`config.mk`:
```
export PLATFORM = sky130hd
export DESIGN_NAME = seq_mult_mxn
export DESIGN_NICKNAME = d
export VERILOG_FILES = /design/src/rtl/seq_mult_pkg.sv /design/src/rtl/Multiplier_4xN.sv /design/src/rtl/seq_mult_mxn.sv
export SDC_FILE = /design/constraint.sdc
export NUM_CORES = 1
export LEC_CHECK = 0
export CAP_MARGIN = 10
export CELL_PAD_IN_SITES_DETAIL_PLACEMENT = 1
export CELL_PAD_IN_SITES_GLOBAL_PLACEMENT = 1
export CORE_MARGIN = 10
export CORE_UTILIZATION = 44
export CTS_BUF_LIST = sky130_fd_sc_hd__clkbuf_8 sky130_fd_sc_hd__clkbuf_16
export DETAILED_ROUTE_END_ITERATION = 10
export GPL_TIMING_DRIVEN = 0
export PLACE_DENSITY = 0.85
export SYNTH_ARGS = -nofsm -noshare
export SYNTH_HDL_FRONTEND = slang
export SYNTH_HIERARCHICAL = 1
export SYNTH_SLANG_ARGS = --single-unit
```
`constraint.sdc`:
```
create_clock -name clk -period 8.34 [get_ports clk]
set_input_delay 2.085 -clock clk [delete_from_list [all_inputs] [get_ports clk]]
set_output_delay 2.085 -clock clk [all_outputs]
set_load 0.05 [all_outputs]
```
`src/rtl/seq_mult_pkg.sv`:
```
// Shared types and helpers for the nibble-serial M x N multiplier.
package seq_mult_pkg;

    // Controller states: waiting for operands, accumulating nibbles, presenting the product.
    typedef enum logic [1:0] {
        IDLE = 2'd0,
        CALC = 2'd1,
        HOLD = 2'd2
    } state_t;

    // Width of the nibble counter for an m-bit multiplicand: clog2(m/4), never below 1.
    function automatic int cnt_width(input int m);
        int w;
        w = $clog2(m / 4);
        return (w < 1) ? 1 : w;
    endfunction

endpackage

```
`src/rtl/Multiplier_4xN.sv`:
```
// Combinational 4-bit by n-bit unsigned multiplier producing the full n+4 bit product.
module Multiplier_4xN #(
    parameter int n = 16
) (
    input  logic [3:0]   a,
    input  logic [n-1:0] b,
    output logic [n+3:0] p
);

    // Both operands are zero-extended to the product width so no bits are lost.
    assign p = {{n{1'b0}}, a} * {4'b0000, b};

endmodule

```
`src/rtl/seq_mult_mxn.sv`:
```
// Sequential unsigned multiplier: one multiplicand nibble per cycle, LSB nibble first,
// with a valid/ready handshake on both the operand and the product side.
module seq_mult_mxn
    import seq_mult_pkg::*;
#(
    parameter int M          = 16,
    parameter int N          = 16,
    parameter int EARLY_TERM = 0
) (
    input  logic           clk,
    input  logic           rst_n,
    input  logic           in_valid,
    output logic           in_ready,
    input  logic [M-1:0]   a,
    input  logic [N-1:0]   b,
    output logic           out_valid,
    input  logic           out_ready,
    output logic [M+N-1:0] p
);

    localparam int NIB = M / 4;
    localparam int KW  = cnt_width(M);
    localparam int PW  = M + N;
    localparam logic [KW-1:0] LAST_K = KW'(NIB - 1);

    state_t          state_q;
    logic [M-1:0]    a_q;
    logic [N-1:0]    b_q;
    logic [KW-1:0]   k_q;
    logic [KW-1:0]   k_d;
    logic [PW-1:0]   acc_q;
    logic [PW-1:0]   acc_d;
    logic            in_ready_q;
    logic            out_valid_q;

    logic [M-1:0]    a_shift;
    logic [3:0]      nib;
    logic [N+3:0]    pp;
    logic [PW-1:0]   pp_shift;
    logic            last_nib;

    // One nibble partial product per cycle.
    Multiplier_4xN #(
        .n (N)
    ) u_mult (
        .a (nib),
        .b (b_q),
        .p (pp)
    );

    // Select the current nibble, align its partial product and decide whether this is the final step.
    // NOTE: every signal assigned in always_comb gets a value at the top so no path leaves it unassigned (which would infer a latch).
    always_comb begin
        a_shift  = a_q >> {k_q, 2'b00};
        nib      = a_shift[3:0];
        pp_shift = PW'(pp) << {k_q, 2'b00};
        acc_d    = acc_q + pp_shift;
        k_d      = k_q + KW'(1);
        last_nib = (k_q == LAST_K);
        // Nothing left above the current nibble: further steps would only add zero.
        if ((EARLY_TERM != 0) && ((a_shift >> 4) == '0)) begin
            last_nib = 1'b1;
        end
    end

    // Control FSM with registered handshake outputs and the datapath registers.
    // NOTE: sequential state uses non-blocking assignments so every flop samples pre-edge values.
    always_ff @(posedge clk or negedge rst_n) begin
        if (!rst_n) begin
            // NOTE: operand registers are reset too, so an aborted operation leaves no stale data behind.
            state_q     <= IDLE;
            a_q         <= '0;
            b_q         <= '0;
            k_q         <= '0;
            acc_q       <= '0;
            in_ready_q  <= 1'b1;
            out_valid_q <= 1'b0;
        end else begin
            case (state_q)
                IDLE: begin
                    if (in_valid) begin
                        a_q        <= a;
                        b_q        <= b;
                        k_q        <= '0;
                        acc_q      <= '0;
                        in_ready_q <= 1'b0;
                        state_q    <= CALC;
                    end
                end
                CALC: begin
                    acc_q <= acc_d;
                    k_q   <= k_d;
                    if (last_nib) begin
                        out_valid_q <= 1'b1;
                        state_q     <= HOLD;
                    end
                end
                HOLD: begin
                    if (out_ready) begin
                        out_valid_q <= 1'b0;
                        in_ready_q  <= 1'b1;
                        state_q     <= IDLE;
                    end
                end
                default: begin
                    out_valid_q <= 1'b0;
                    in_ready_q  <= 1'b1;
                    state_q     <= IDLE;
                end
            endcase
        end
    end

    assign in_ready  = in_ready_q;
    assign out_valid = out_valid_q;
    assign p         = acc_q;

endmodule

```
Word level (Yosys, flattened, before mapping)
Index checks and enable logic that the tools add are counted.

Memories kept: 0. Bits in registers: 70. Bits in writable memories: 0. Output and inout port bits: 34. Input port bits: 36. Bits in latches: 0. ROM bits: 0.

Magnitude comparators: 0. Add/sub/neg operators: 2. Reductions and logical operators: 7. Div/mod/pow operators: 0. Bitwise logic cells: 2. Multipliers: 1. Shift-type cells: 2. Muxes and demuxes: 14. Equal/unequal tests: 6.

Operators with widths (number): 32-bit one-hot mux with 2 select lines (1); 32-bit adder (1); 32-bit 2-to-1 mux (1); 20-bit by 4-bit left shift with 32-bit output (1); 4-bit by 16-bit multiplier with 20-bit output (1); 16-bit by 4-bit >> shifter with 4-bit output (1); 3-bit AND reduction (3); 2-bit 2-to-1 mux (4); 2-bit != test, second input constant (3); 1-bit one-hot mux with 3 select lines (2); 2-bit one-hot mux with 3 select lines (1); 2-bit == test, second input constant (2); 1-bit 2-to-1 mux (4); 2-bit one-hot mux with 2 select lines (1); 2-bit AND reduction (2); 2-bit by 1-bit adder with 2-bit output, second input constant (1); 2-bit by 1-bit == test with 1-bit output, second input constant (1); 2-bit logical NOT (1); 1-bit NOT (2); 2-bit nonzero test (1).

Longest topological paths before layout
Gate-level depths: netlist of the first run.

Word-level depth: 5. Gate-level depth with buffers: 27.

Cells and area by module
Netlist of the first run, hierarchy kept.

Modules (own cells, without submodules): seq_mult_mxn (cells each 586, times used 1, area each 4908.5 um2); Multiplier_4xN (cells each 262, times used 1, area each 1995.7 um2).

Worst setup path before layout of the first run
Ideal clock, no wire load.

Path kind: reg2reg. From: register k_q[0]. To: register acc_q[31] (netlist: p[31]). Buffers on the path: 2. Cell stages (with the launch flop): 27. Setup time: 0.080 ns. Arrival: 6.482 ns. Period minus slack after synthesis: 6.563 ns. Slack: 1.777 ns. Cells stage by stage: dfrtp_1 clkbuf_1 mux4_2 clkbuf_1 and2_1 fa_1 inv_1 fa_1 inv_1 ha_1 a21oi_1 o22ai_1 a311o_2 a21o_2 a21oi_1 xnor2_1 mux2_2 a22o_1 ha_1 a21o_1 a21o_1 a21oi_2 o21ai_2 or3_1 nand2b_1 or4_1 o211ai_2.

Word-level cells in the longest chain between the ends: 5.

RTL lines: from (decl) (line seq_mult_mxn.sv:29) `logic [KW-1:0] k_q;`; from (signal assigned) (line seq_mult_mxn.sv:92) `k_q <= k_d;`; 16-bit by 4-bit >> shifter with 4-bit output (line seq_mult_mxn.sv:54) `a_shift = a_q >> {k_q, 2'b00};`; named net a_shift[3] (line seq_mult_mxn.sv:36) `logic [M-1:0] a_shift;`; 4-bit by 16-bit multiplier with 20-bit output (line Multiplier_4xN.sv:11) `assign p = {{n{1'b0}}, a} * {4'b0000, b};`; named net pp[11] (line seq_mult_mxn.sv:38) `logic [N+3:0] pp;`; 20-bit by 4-bit left shift with 32-bit output (line seq_mult_mxn.sv:56) `pp_shift = PW'(pp) << {k_q, 2'b00};`; 32-bit adder (line seq_mult_mxn.sv:57) `acc_d = acc_q + pp_shift;`; 32-bit one-hot mux with 2 select lines (line seq_mult_mxn.sv:79) `case (state_q)`; to (signal assigned) (line seq_mult_mxn.sv:75) `acc_q <= '0;`; to (signal assigned) (line seq_mult_mxn.sv:85) `acc_q <= '0;`; to (signal assigned) (line seq_mult_mxn.sv:91) `acc_q <= acc_d;`; to (decl) (line seq_mult_mxn.sv:31) `logic [PW-1:0] acc_q;`.

The timed path passes the listed nets, and every way through them passes these cells. A chain may end at the register's enable or synchronous reset.

Worst setup path after layout of the first run
From: register k_q[0]. To: register acc_q[27] (netlist: p[27]).

Same word-level chain as after synthesis.

==> results of run 1 <==
## layout by cell type (no fill, tap or decap), types with 3 or more instances in the layout
cell type / synthesis / final
a211oi_2: 5 / 5
xor2_1: 16 / 16
o21bai_1: 6 / 6
mux4_2: 4 / 4
and3_1: 4 / 4
a31oi_1: 4 / 4
clkbuf_16: 0 / 9
xnor2_1: 25 / 25
a21o_1: 13 / 13
inv_1: 68 / 68
fa_1: 29 / 29
nand2b_1: 5 / 5
clkbuf_1: 27 / 27
nand3_1: 28 / 28
o21ai_1: 11 / 11
inv_6: 0 / 4
a211o_1: 3 / 3
a21oi_1: 45 / 45
dfrtp_1: 69 / 69
ha_1: 56 / 56
nor2_1: 36 / 36
or4_1: 3 / 3
nor3_1: 5 / 5
o21a_1: 5 / 5
clkdlybuf4s50_1: 0 / 68
o22ai_1: 3 / 3
nor2b_1: 12 / 12
mux2_2: 3 / 3
o211ai_1: 4 / 4
nand4_1: 8 / 8
buf_1: 5 / 5
a22o_1: 3 / 3
and2_1: 54 / 54
o21ai_0: 54 / 54
mux2i_1: 18 / 18
a211oi_1: 6 / 6
nand2_1: 173 / 173
## layout make-up
class                   count  share of cell area (%)
plain buffers              34                   1.669
clock buffers               9                   2.757
flip-flops and latches     70                   21.46
inverters                  68                   3.125
repair buffers             71                   8.730
clock inverters             7                  0.7658
well taps                 211                   3.232
multi-input cells         676                   58.26
## metrics by stage
| step | worst slack [ns] | utilization (%) | hold slack, ns | std cells |
|---|---|---|---|---|
| final | 0.5684 | 53.34 | 0.4758 | 1146 |
| after global routing | 0.01865 | 53.34 | 0.5045 | 1146 |
| after global placement | 0.8670 | 51.32 | 0.4536 | 1128 |
| after CTS | 0.6005 | 53.31 | 0.4783 | 1145 |
| after detailed placement | 0.6333 | 51.43 | 0.4622 | 1129 |
| after floorplan | 1.777 | - | 0.4403 | 848 |
## cell families after synthesis
group	Yosys count
AO/OA/AOI/OAI	188
XOR/XNOR	41
adder cells (fa/ha/maj)	85
buffers and inverters	102
flip-flops	70
multiplexers	25
AND/OR/NAND/NOR	337
## flip-flops by register name, indices dropped and copies added, names as in the netlist
name,flops
p,32
in_ready,1
out_valid,1
k_q,2
state_q,2
b_q,16
a_q,16
## worst reg2reg max path: cells and delay by family (launching register included)
kind | cells | cell delay [ns]
xor gates and xnor gates | 2 | 0.32
buffers and inverters | 4 | 0.96
AOI/OAI and AO/OA | 12 | 2.78
DFF | 1 | 0.40
and+or+nand+nor | 2 | 0.33
muxes | 2 | 1.02
adders and majority gates | 4 | 1.82
## metal layers
layer	up-vias	wire, µm	GRT usage [%]
li1	3050	-	-
met1	3186	9692	25.55
met2	114	9901	32.45
met3	27	794	3.477
met4	0	331	5.865
met5	-	0	0
## path summary, 6_finish.rpt
check | from | to | slack (ns) | cells after the start
worst max-delay path | k_q[0] | p[27] | 0.57 | 26
worst min-delay path | a_q[10] | a_q[10] | 0.48 | 2
worst max register to register | k_q[0] | p[27] | 0.57 | 26
worst min register to register | a_q[10] | a_q[10] | 0.48 | 2
max in group asynchronous | rst_n | in_ready | 6.04 | 2
min in group asynchronous | rst_n | p[22] | 1.68 | 1
==> flow_results.xml, run 1 <==
<?xml version="1.0" encoding="UTF-8"?>
<metrics>
  <group name="global_route">
    <metric name="grt_start_max_net_pins" unit="">40</metric>
    <metric name="grtUsageTotal" unit="%">19.63</metric>
    <metric name="grt_pass1_vias" unit="">6750</metric>
    <metric name="number_of_antenna_violations_at_the_first_check_in_global_routing" unit="">0</metric>
    <metric name="grt_first_pass_wirelength" unit="µm">34690</metric>
    <metric name="grt_overflow_total" unit="">0</metric>
  </group>
  <group name="clock_tree">
    <metric name="numCtsBuffers" unit="">9</metric>
    <metric name="cts.clk_slew.worst_paths" unit="ns">0.07</metric>
    <metric name="cts_hold_repair.buffers" unit="">0</metric>
    <metric name="clock_sink_count" unit="">70</metric>
    <metric name="cts_max_path_buffers" unit="">2</metric>
    <metric name="tritoncts_clock_tree" unit="">done</metric>
    <metric name="cts.htree.levels" unit="">3</metric>
    <metric name="cts_root_buffer" unit="">clkbuf_16</metric>
    <metric name="worstSkewPairLatency" unit="ns">0.36</metric>
    <metric name="post_cts.repair.setup_buffers" unit="">0</metric>
    <metric name="resized_after_cts" unit="">0</metric>
  </group>
  <group name="synthesis">
    <metric name="post_synth_inst_count" unit="">848</metric>
    <metric name="muxShareOfSynthArea" unit="%">4.404</metric>
    <metric name="post-synth-top-count-cell" unit="">nand2_1</metric>
    <metric name="netlist.area_leader.share" unit="%">25.01</metric>
    <metric name="synth_edf_count" unit="">0</metric>
    <metric name="postSynth.asyncResetShare" unit="%">100.0</metric>
    <metric name="yosysSeqAreaShare" unit="%">25.39</metric>
    <metric name="synth_simple_gate_area_share" unit="%">22.56</metric>
    <metric name="main_combinational_cell_family_by_area_after_synthesis" unit="">simple AND/OR/NAND/NOR gates</metric>
    <metric name="synth_top_cell_by_area" unit="">dfrtp_1</metric>
    <metric name="yosys_warnings" unit="">6</metric>
    <metric name="synth_top_cells_by_area" unit="">dfrtp_1 25%, ha_1 10%, nand2_1 9.4%</metric>
    <metric name="syn_avg_cell_area" unit="µm²">8.142</metric>
    <metric name="syn-num-nets" unit="">969</metric>
    <metric name="synth_xor_area_share" unit="%">5.201</metric>
    <metric name="ys_seq_elements" unit="">70</metric>
    <metric name="synth_adder_area_share" unit="%">18.56</metric>
    <metric name="most_frequent_cells_after_synthesis" unit="">173 x nand2_1, 69 x dfrtp_1, 68 x inv_1, 56 x ha_1</metric>
    <metric name="synth.lib_cells_used.distinct" unit="">65</metric>
    <metric name="syn-cell-area" unit="mm²">0.006904</metric>
    <metric name="synth-compound-area-share" unit="%">18.21</metric>
    <metric name="dominantRegCellSynth" unit="">dfrtp_1</metric>
  </group>
  <group name="routing">
    <metric name="total_number_of_vias" unit="">6377</metric>
    <metric name="first_iter_violations" unit="">316</metric>
    <metric name="ant_nets" unit="">0</metric>
    <metric name="wl" unit="µm">20720</metric>
    <metric name="drc_errors" unit="">0</metric>
    <metric name="avgViaCountPerCell" unit="">5.565</metric>
    <metric name="drt-wirelength-per-cell" unit="µm">18.08</metric>
    <metric name="drt_first_pass_iters" unit="">5</metric>
  </group>
  <group name="layout">
    <metric name="layout.cell_area.non_filler" unit="mm²">0.008169</metric>
    <metric name="finalNetCount" unit="">1051</metric>
    <metric name="multiInputGateArea" unit="mm²">0.004760</metric>
    <metric name="drive_above_1_share" unit="%">5.455</metric>
    <metric name="fillCellCount" unit="">1897</metric>
    <metric name="area_growth" unit="%">18.32</metric>
    <metric name="antennaDiodeCount" unit="">0</metric>
    <metric name="seqCellArea" unit="mm²">0.001753</metric>
  </group>
  <group name="worst_setup_path">
    <metric name="crit_path_kind" unit="">flip-flop to flip-flop</metric>
    <metric name="worst_path_dominant_cell_family" unit="">compound AO/OA/AOI/OAI gates</metric>
    <metric name="cp_common_cell" unit="">a21oi_1</metric>
    <metric name="worst-path-buf-inv" unit="">4</metric>
    <metric name="worstPathArrival" unit="ns">7.99</metric>
    <metric name="cp.required" unit="ns">8.55</metric>
    <metric name="endpoint_kind" unit="">flip-flop</metric>
    <metric name="worstPathMaxFanout" unit="">10</metric>
    <metric name="cpPeakStageDelay" unit="ns">0.71</metric>
    <metric name="start_kind" unit="">flip-flop</metric>
    <metric name="cpMaxStageDelayCell" unit="">mux4_2</metric>
  </group>
  <group name="die">
    <metric name="die_h" unit="µm">145.3</metric>
    <metric name="floorplan.die.width" unit="µm">145.3</metric>
    <metric name="core.rowCount" unit="">45</metric>
    <metric name="io_pins" unit="">70</metric>
    <metric name="fp.dieArea" unit="mm²">0.02110</metric>
    <metric name="start_util" unit="%">45.08</metric>
    <metric name="core_area" unit="mm²">0.01531</metric>
  </group>
  <group name="place">
    <metric name="port_buffers" unit="">69</metric>
    <metric name="dpl_cell_area" unit="mm²">0.007876</metric>
    <metric name="final_hpwl_dp" unit="µm">16200</metric>
    <metric name="place_congestion" unit="">0.9250</metric>
  </group>
  <group name="timing">
    <metric name="timing.clock.skew" unit="ns">0.009147</metric>
    <metric name="worst_pin_slew" unit="ns">0.7790</metric>
    <metric name="fin_crit" unit="ns">7.772</metric>
    <metric name="final_setup_violations" unit="">0</metric>
    <metric name="fin_tns_setup" unit="ns">0</metric>
    <metric name="finalCritPeriodShare" unit="%">93.18</metric>
    <metric name="rsz0062_at_grt" unit="">false</metric>
    <metric name="finalHoldViolations" unit="">0</metric>
    <metric name="fmax" unit="MHz">128.7</metric>
    <metric name="slew_headroom" unit="%">47.88</metric>
    <metric name="slew_viol_final" unit="">0</metric>
  </group>
  <group name="run">
    <metric name="max_cap_violations" unit="">0</metric>
  </group>
  <group name="outcome">
    <metric name="result_of_the_run" unit="">complete, no violations</metric>
  </group>
  <group name="hold_path">
    <metric name="path_category_of_the_worst_min_delay_check" unit="">flip-flop to flip-flop</metric>
  </group>
</metrics>
Power of run 1 is left out: the tool's default activity adds up to more than one toggle a clock period on the data nets, which glitch-free logic cannot reach.
==> run 2: changes to the inputs <==
- SLEW_MARGIN: not set -> 20
==> flow_results.xml, run 2 (synthesis results as in run 1) <==
<?xml version="1.0" encoding="UTF-8"?>
<metrics>
  <group name="layout">
    <metric name="finalNetCount" unit="">1050</metric>
    <metric name="largest_register_ffs" unit="">32</metric>
    <metric name="drive_above_1_share" unit="%">5.567</metric>
    <metric name="final_cell_mix" unit="">173 x nand2_1, 69 x dfrtp_1, 68 x inv_1, 68 x clkdlybuf4s50_1, 56 x ha_1</metric>
    <metric name="antennaDiodeCount" unit="">0</metric>
    <metric name="area_growth" unit="%">18.34</metric>
    <metric name="most_frequent_standard_cell_in_the_layout_excluding_fill_and_tap_cells" unit="">nand2_1</metric>
  </group>
  <group name="worst_setup_path">
    <metric name="reg2reg_to" unit="">p[27]</metric>
    <metric name="worstPathMaxFanout" unit="">10</metric>
    <metric name="reg2reg_setup_slack" unit="ns">0.65</metric>
    <metric name="start_kind" unit="">flip-flop</metric>
    <metric name="crit_path_kind" unit="">flip-flop to flip-flop</metric>
    <metric name="endpoint_kind" unit="">flip-flop</metric>
    <metric name="rr_startpoint" unit="">k_q[1]</metric>
    <metric name="worstPathArrival" unit="ns">7.91</metric>
    <metric name="r2r.worst_path.cells" unit="">26</metric>
    <metric name="cpPeakStageDelay" unit="ns">0.53</metric>
    <metric name="cpMaxStageDelayCell" unit="">fa_1</metric>
    <metric name="cp.required" unit="ns">8.56</metric>
  </group>
  <group name="timing">
    <metric name="finalHoldViolations" unit="">0</metric>
    <metric name="fin_crit" unit="ns">7.693</metric>
    <metric name="holdWs" unit="ns">0.4754</metric>
    <metric name="fmax" unit="MHz">130.0</metric>
    <metric name="final_setup_violations" unit="">0</metric>
    <metric name="slew_viol_final" unit="">0</metric>
    <metric name="finalCritPeriodShare" unit="%">92.24</metric>
    <metric name="timing.clock.skew" unit="ns">0.008446</metric>
    <metric name="slew_headroom" unit="%">43.20</metric>
    <metric name="worst_pin_slew" unit="ns">0.8488</metric>
    <metric name="fin_tns_setup" unit="ns">0</metric>
    <metric name="rsz0062_at_grt" unit="">false</metric>
  </group>
  <group name="clock_tree">
    <metric name="clock_sink_count" unit="">70</metric>
    <metric name="numCtsBuffers" unit="">9</metric>
    <metric name="cts_max_path_buffers" unit="">2</metric>
    <metric name="cts_root_buffer" unit="">clkbuf_16</metric>
    <metric name="cts.htree.levels" unit="">3</metric>
    <metric name="cts.clk_slew.worst_paths" unit="ns">0.07</metric>
    <metric name="worstSkewPairLatency" unit="ns">0.36</metric>
    <metric name="tritoncts_clock_tree" unit="">done</metric>
    <metric name="post_cts.repair.setup_buffers" unit="">0</metric>
  </group>
  <group name="routing">
    <metric name="first_iter_violations" unit="">346</metric>
    <metric name="ant_nets" unit="">0</metric>
    <metric name="wl" unit="µm">20960</metric>
    <metric name="drc_errors" unit="">0</metric>
    <metric name="drt_first_pass_iters" unit="">5</metric>
    <metric name="avgViaCountPerCell" unit="">5.587</metric>
    <metric name="total_number_of_vias" unit="">6397</metric>
    <metric name="drt-wirelength-per-cell" unit="µm">18.30</metric>
  </group>
  <group name="global_route">
    <metric name="grt_overflow_total" unit="">0</metric>
    <metric name="grt_first_pass_wirelength" unit="µm">34800</metric>
    <metric name="number_of_antenna_violations_at_the_first_check_in_global_routing" unit="">0</metric>
    <metric name="grtUsageTotal" unit="%">19.69</metric>
    <metric name="grt_pass1_vias" unit="">6760</metric>
    <metric name="grt_start_max_net_pins" unit="">40</metric>
  </group>
  <group name="die">
    <metric name="core_area" unit="mm²">0.01531</metric>
    <metric name="die_h" unit="µm">145.3</metric>
    <metric name="core.rowCount" unit="">45</metric>
    <metric name="start_util" unit="%">45.08</metric>
    <metric name="fp.dieArea" unit="mm²">0.02110</metric>
    <metric name="floorplan.die.width" unit="µm">145.3</metric>
    <metric name="io_pins" unit="">70</metric>
  </group>
  <group name="hold_path">
    <metric name="worst_hold_path.num_cells" unit="">2</metric>
    <metric name="path_category_of_the_worst_min_delay_check" unit="">flip-flop to flip-flop</metric>
    <metric name="holdCritStartpoint" unit="">a_q[11]</metric>
    <metric name="hold_path_end" unit="">a_q[11]</metric>
  </group>
  <group name="place">
    <metric name="port_buffers" unit="">69</metric>
    <metric name="final_hpwl_dp" unit="µm">16170</metric>
    <metric name="place_congestion" unit="">0.9250</metric>
  </group>
  <group name="outcome">
    <metric name="result_of_the_run" unit="">complete, no violations</metric>
  </group>
  <group name="run">
    <metric name="max_cap_violations" unit="">0</metric>
  </group>
</metrics>
run 2: changes by cell type in the layout (fill, tap and decap cells not counted), sizes merged:
cell / change
buf: -1
run 2: final cells by class:
| type | instances | area, µm² |
|---|---|---|
| Buffer | 34 | 137.6 |
| Clock buffer | 9 | 225.2 |
| Clock inverter | 7 | 62.56 |
| Fill cell | 1893 | 7144 |
| Inverter | 68 | 255.2 |
| Multi-Input combinational cell | 676 | 4765 |
| Sequential cell | 70 | 1753 |
| Tap cell | 211 | 264.0 |
| Timing Repair Buffer | 70 | 708.2 |
run 2: how the worst max path moves through the flow:
| stage | start | to | cells after the start |
|---|---|---|---|
| 2_1_floorplan | k_q[0] | p[31] | 26 |
| 3_3_place_gp | k_q[0] | p[27] | 27 |
| 3_5_place_dp | k_q[0] | p[27] | 27 |
| 4_1_cts | k_q[0] | p[27] | 26 |
| 5_1_grt | k_q[1] | p[25] | 26 |
| 6_report | k_q[1] | p[27] | 26 |
run 2: critical path: cells and delay by family (launching register included):
kind	cells	cell delay (ns)
compound gates	10	2.32
fa+ha+maj	4	1.75
buf+inv	4	0.92
mux	3	0.88
simple gates	3	0.84
flops	1	0.44
xor+xnor	2	0.38
run 2: stage by stage:
stage / setup slack [ns] / instance area, µm² / utilization, % / instances
after floorplan: 1.777 / 6904 / - / 848
after global placement: 0.8670 / 7859 / 51.32 / 1128
after detailed placement: 0.6366 / 7881 / 51.46 / 1129
after CTS: 0.5104 / 8169 / 53.34 / 1145
after global routing: 0.2444 / 8170 / 53.35 / 1145
final: 0.6474 / 8170 / 53.35 / 1145
run 2: timing repair:
action	CTS	global route
setup endpoints to repair	0	2
hold buffers	0	0
resized for setup	0	2
run 2: metal layers:
metal	track usage (%)	vias to the layer above	share of wire, %
li1	-	3040	-
met1	25.50	3214	47
met2	32.86	117	48
met3	3.322	26	3.3
met4	5.865	0	1.5
met5	0	-	0
Power of run 2 is left out for the same reason.
==> run 3: changes to the inputs <==
- CORE_ASPECT_RATIO: not set -> 1.75
==> flow_results.xml, run 3 (synthesis results as in run 1) <==
<?xml version="1.0" encoding="UTF-8"?>
<metrics>
  <group name="outcome">
    <metric name="result_of_the_run" unit="">complete, no violations</metric>
  </group>
  <group name="layout">
    <metric name="final_core_utilization" unit="%">53.20</metric>
    <metric name="largest_register_ffs" unit="">32</metric>
    <metric name="final_cell_mix" unit="">173 x nand2_1, 69 x dfrtp_1, 68 x inv_1, 68 x clkdlybuf4s50_1, 56 x ha_1</metric>
    <metric name="area_growth" unit="%">18.59</metric>
    <metric name="finalNetCount" unit="">1050</metric>
    <metric name="most_frequent_standard_cell_in_the_layout_excluding_fill_and_tap_cells" unit="">nand2_1</metric>
    <metric name="layout.cells.non_filler" unit="">1120</metric>
    <metric name="antennaDiodeCount" unit="">0</metric>
    <metric name="drive_above_1_share" unit="%">5.460</metric>
  </group>
  <group name="clock_tree">
    <metric name="cts_hold_repair.buffers" unit="">0</metric>
    <metric name="cts_root_buffer" unit="">clkbuf_16</metric>
    <metric name="worstSkewPairLatency" unit="ns">0.35</metric>
    <metric name="numCtsBuffers" unit="">9</metric>
    <metric name="clock_sink_count" unit="">70</metric>
    <metric name="resized_after_cts" unit="">0</metric>
    <metric name="tritoncts_clock_tree" unit="">done</metric>
    <metric name="post_cts.repair.setup_buffers" unit="">0</metric>
    <metric name="cts.clk_slew.worst_paths" unit="ns">0.07</metric>
    <metric name="cts.htree.levels" unit="">3</metric>
    <metric name="cts_max_path_buffers" unit="">2</metric>
  </group>
  <group name="timing">
    <metric name="fin_crit" unit="ns">7.819</metric>
    <metric name="rsz0062_at_grt" unit="">false</metric>
    <metric name="finalHoldViolations" unit="">0</metric>
    <metric name="fin_tns_setup" unit="ns">0</metric>
    <metric name="timing.clock.skew" unit="ns">0.01363</metric>
    <metric name="fmax" unit="MHz">127.9</metric>
    <metric name="worst_pin_slew" unit="ns">0.8827</metric>
    <metric name="slew_headroom" unit="%">40.94</metric>
    <metric name="finalCritPeriodShare" unit="%">93.75</metric>
    <metric name="final_setup_violations" unit="">0</metric>
    <metric name="slew_viol_final" unit="">0</metric>
  </group>
  <group name="global_route">
    <metric name="grt_overflow_total" unit="">0</metric>
    <metric name="grt_first_pass_wirelength" unit="µm">37810</metric>
    <metric name="grt_start_max_net_pins" unit="">46</metric>
    <metric name="gr-usage-met3" unit="%">3.707</metric>
    <metric name="grt_pass1_vias" unit="">7415</metric>
    <metric name="number_of_antenna_violations_at_the_first_check_in_global_routing" unit="">0</metric>
    <metric name="groute.layer.met2.usage" unit="%">41.85</metric>
    <metric name="grtUsageTotal" unit="%">22.27</metric>
    <metric name="groute.layer.met1.usage" unit="%">21.60</metric>
    <metric name="grt_busiest_layer" unit="">met2</metric>
  </group>
  <group name="worst_setup_path">
    <metric name="critical_path_depth" unit="">26</metric>
    <metric name="reg2reg_to" unit="">p[27]</metric>
    <metric name="cp_common_cell" unit="">a21oi_1</metric>
    <metric name="start_kind" unit="">flip-flop</metric>
    <metric name="r2r.worst_path.cells" unit="">26</metric>
    <metric name="rr_startpoint" unit="">k_q[0]</metric>
    <metric name="crit_end" unit="">p[27]</metric>
    <metric name="worstPathArrival" unit="ns">8.00</metric>
    <metric name="critPathLaunch" unit="">k_q[0]</metric>
    <metric name="cpMaxStageDelayCell" unit="">mux4_2</metric>
    <metric name="endpoint_kind" unit="">flip-flop</metric>
    <metric name="cpPeakStageDelay" unit="ns">0.72</metric>
    <metric name="crit_path_kind" unit="">flip-flop to flip-flop</metric>
    <metric name="worstPathMaxFanout" unit="">10</metric>
    <metric name="cp.required" unit="ns">8.52</metric>
    <metric name="worst_path_dominant_cell_family" unit="">compound AO/OA/AOI/OAI gates</metric>
    <metric name="worst-path-buf-inv" unit="">4</metric>
    <metric name="reg2reg_setup_slack" unit="ns">0.52</metric>
  </group>
  <group name="run">
    <metric name="max_cap_violations" unit="">0</metric>
  </group>
  <group name="routing">
    <metric name="avgViaCountPerCell" unit="">5.752</metric>
    <metric name="drt-wirelength-per-cell" unit="µm">20.58</metric>
    <metric name="drc_errors" unit="">0</metric>
    <metric name="ant_nets" unit="">0</metric>
    <metric name="total_number_of_vias" unit="">6442</metric>
    <metric name="wl" unit="µm">23050</metric>
    <metric name="first_iter_violations" unit="">238</metric>
    <metric name="drt_first_pass_iters" unit="">6</metric>
  </group>
  <group name="die">
    <metric name="start_util" unit="%">44.86</metric>
    <metric name="core_area" unit="mm²">0.01539</metric>
    <metric name="fp.dieArea" unit="mm²">0.02130</metric>
    <metric name="core.rowCount" unit="">60</metric>
    <metric name="floorplan.die.width" unit="µm">114.7</metric>
    <metric name="die_h" unit="µm">185.7</metric>
    <metric name="io_pins" unit="">70</metric>
  </group>
  <group name="place">
    <metric name="place_congestion" unit="">0.9328</metric>
    <metric name="port_buffers" unit="">69</metric>
    <metric name="final_hpwl_dp" unit="µm">18110</metric>
    <metric name="dpl.cell_count" unit="">1104</metric>
  </group>
  <group name="hold_path">
    <metric name="path_category_of_the_worst_min_delay_check" unit="">flip-flop to flip-flop</metric>
  </group>
</metrics>
-- run 3: how the worst min path moves through the flow --
stage	start	endpoint	slack, ns	cells after the start
after floorplan	a_q[10]	a_q[10]	0.44	2
after global placement	a_q[12]	a_q[12]	0.45	2
after detailed placement	a_q[8]	a_q[8]	0.46	2
after CTS	a_q[9]	a_q[9]	0.48	2
after global routing	a_q[8]	a_q[8]	0.51	2
final	a_q[9]	a_q[9]	0.48	2
-- run 3: final cells by class --
class / count / area, µm²
buffer: 34 / 136.4
clock buffer: 9 / 225.2
clock inverter: 7 / 105.1
fill: 1872 / 7202
inverter: 68 / 255.2
multi-input combinational: 676 / 4765
sequential: 70 / 1753
tap: 186 / 232.7
timing repair buffer: 70 / 715.7
-- run 3: worst min-delay path, stage by stage (launching register included) --
cell and delay (ns):
dfrtp_1 0.34, nand2_1 0.05, nand2_1 0.06
-- run 3: through the flow --
step | hold slack (ns) | setup WS (ns) | cell area [µm²]
after CTS | 0.4833 | 0.4316 | 8188
final | 0.4783 | 0.5211 | 8188
after global routing | 0.5102 | 0.005778 | 8188
after detailed placement | 0.4648 | 0.5531 | 7858
after floorplan | 0.4403 | 1.777 | 6904
after global placement | 0.4539 | 0.7848 | 7828
-- run 3: per-layer routing --
metal | share of wire [%] | vias to the layer above | wire [µm]
li1 | - | 3039 | -
met4 | 6.0 | 0 | 1387
met3 | 3.2 | 82 | 748
met2 | 56 | 138 | 12960
met5 | 0 | - | 0
met1 | 35 | 3183 | 7952
Power of run 3 is left out for the same reason.
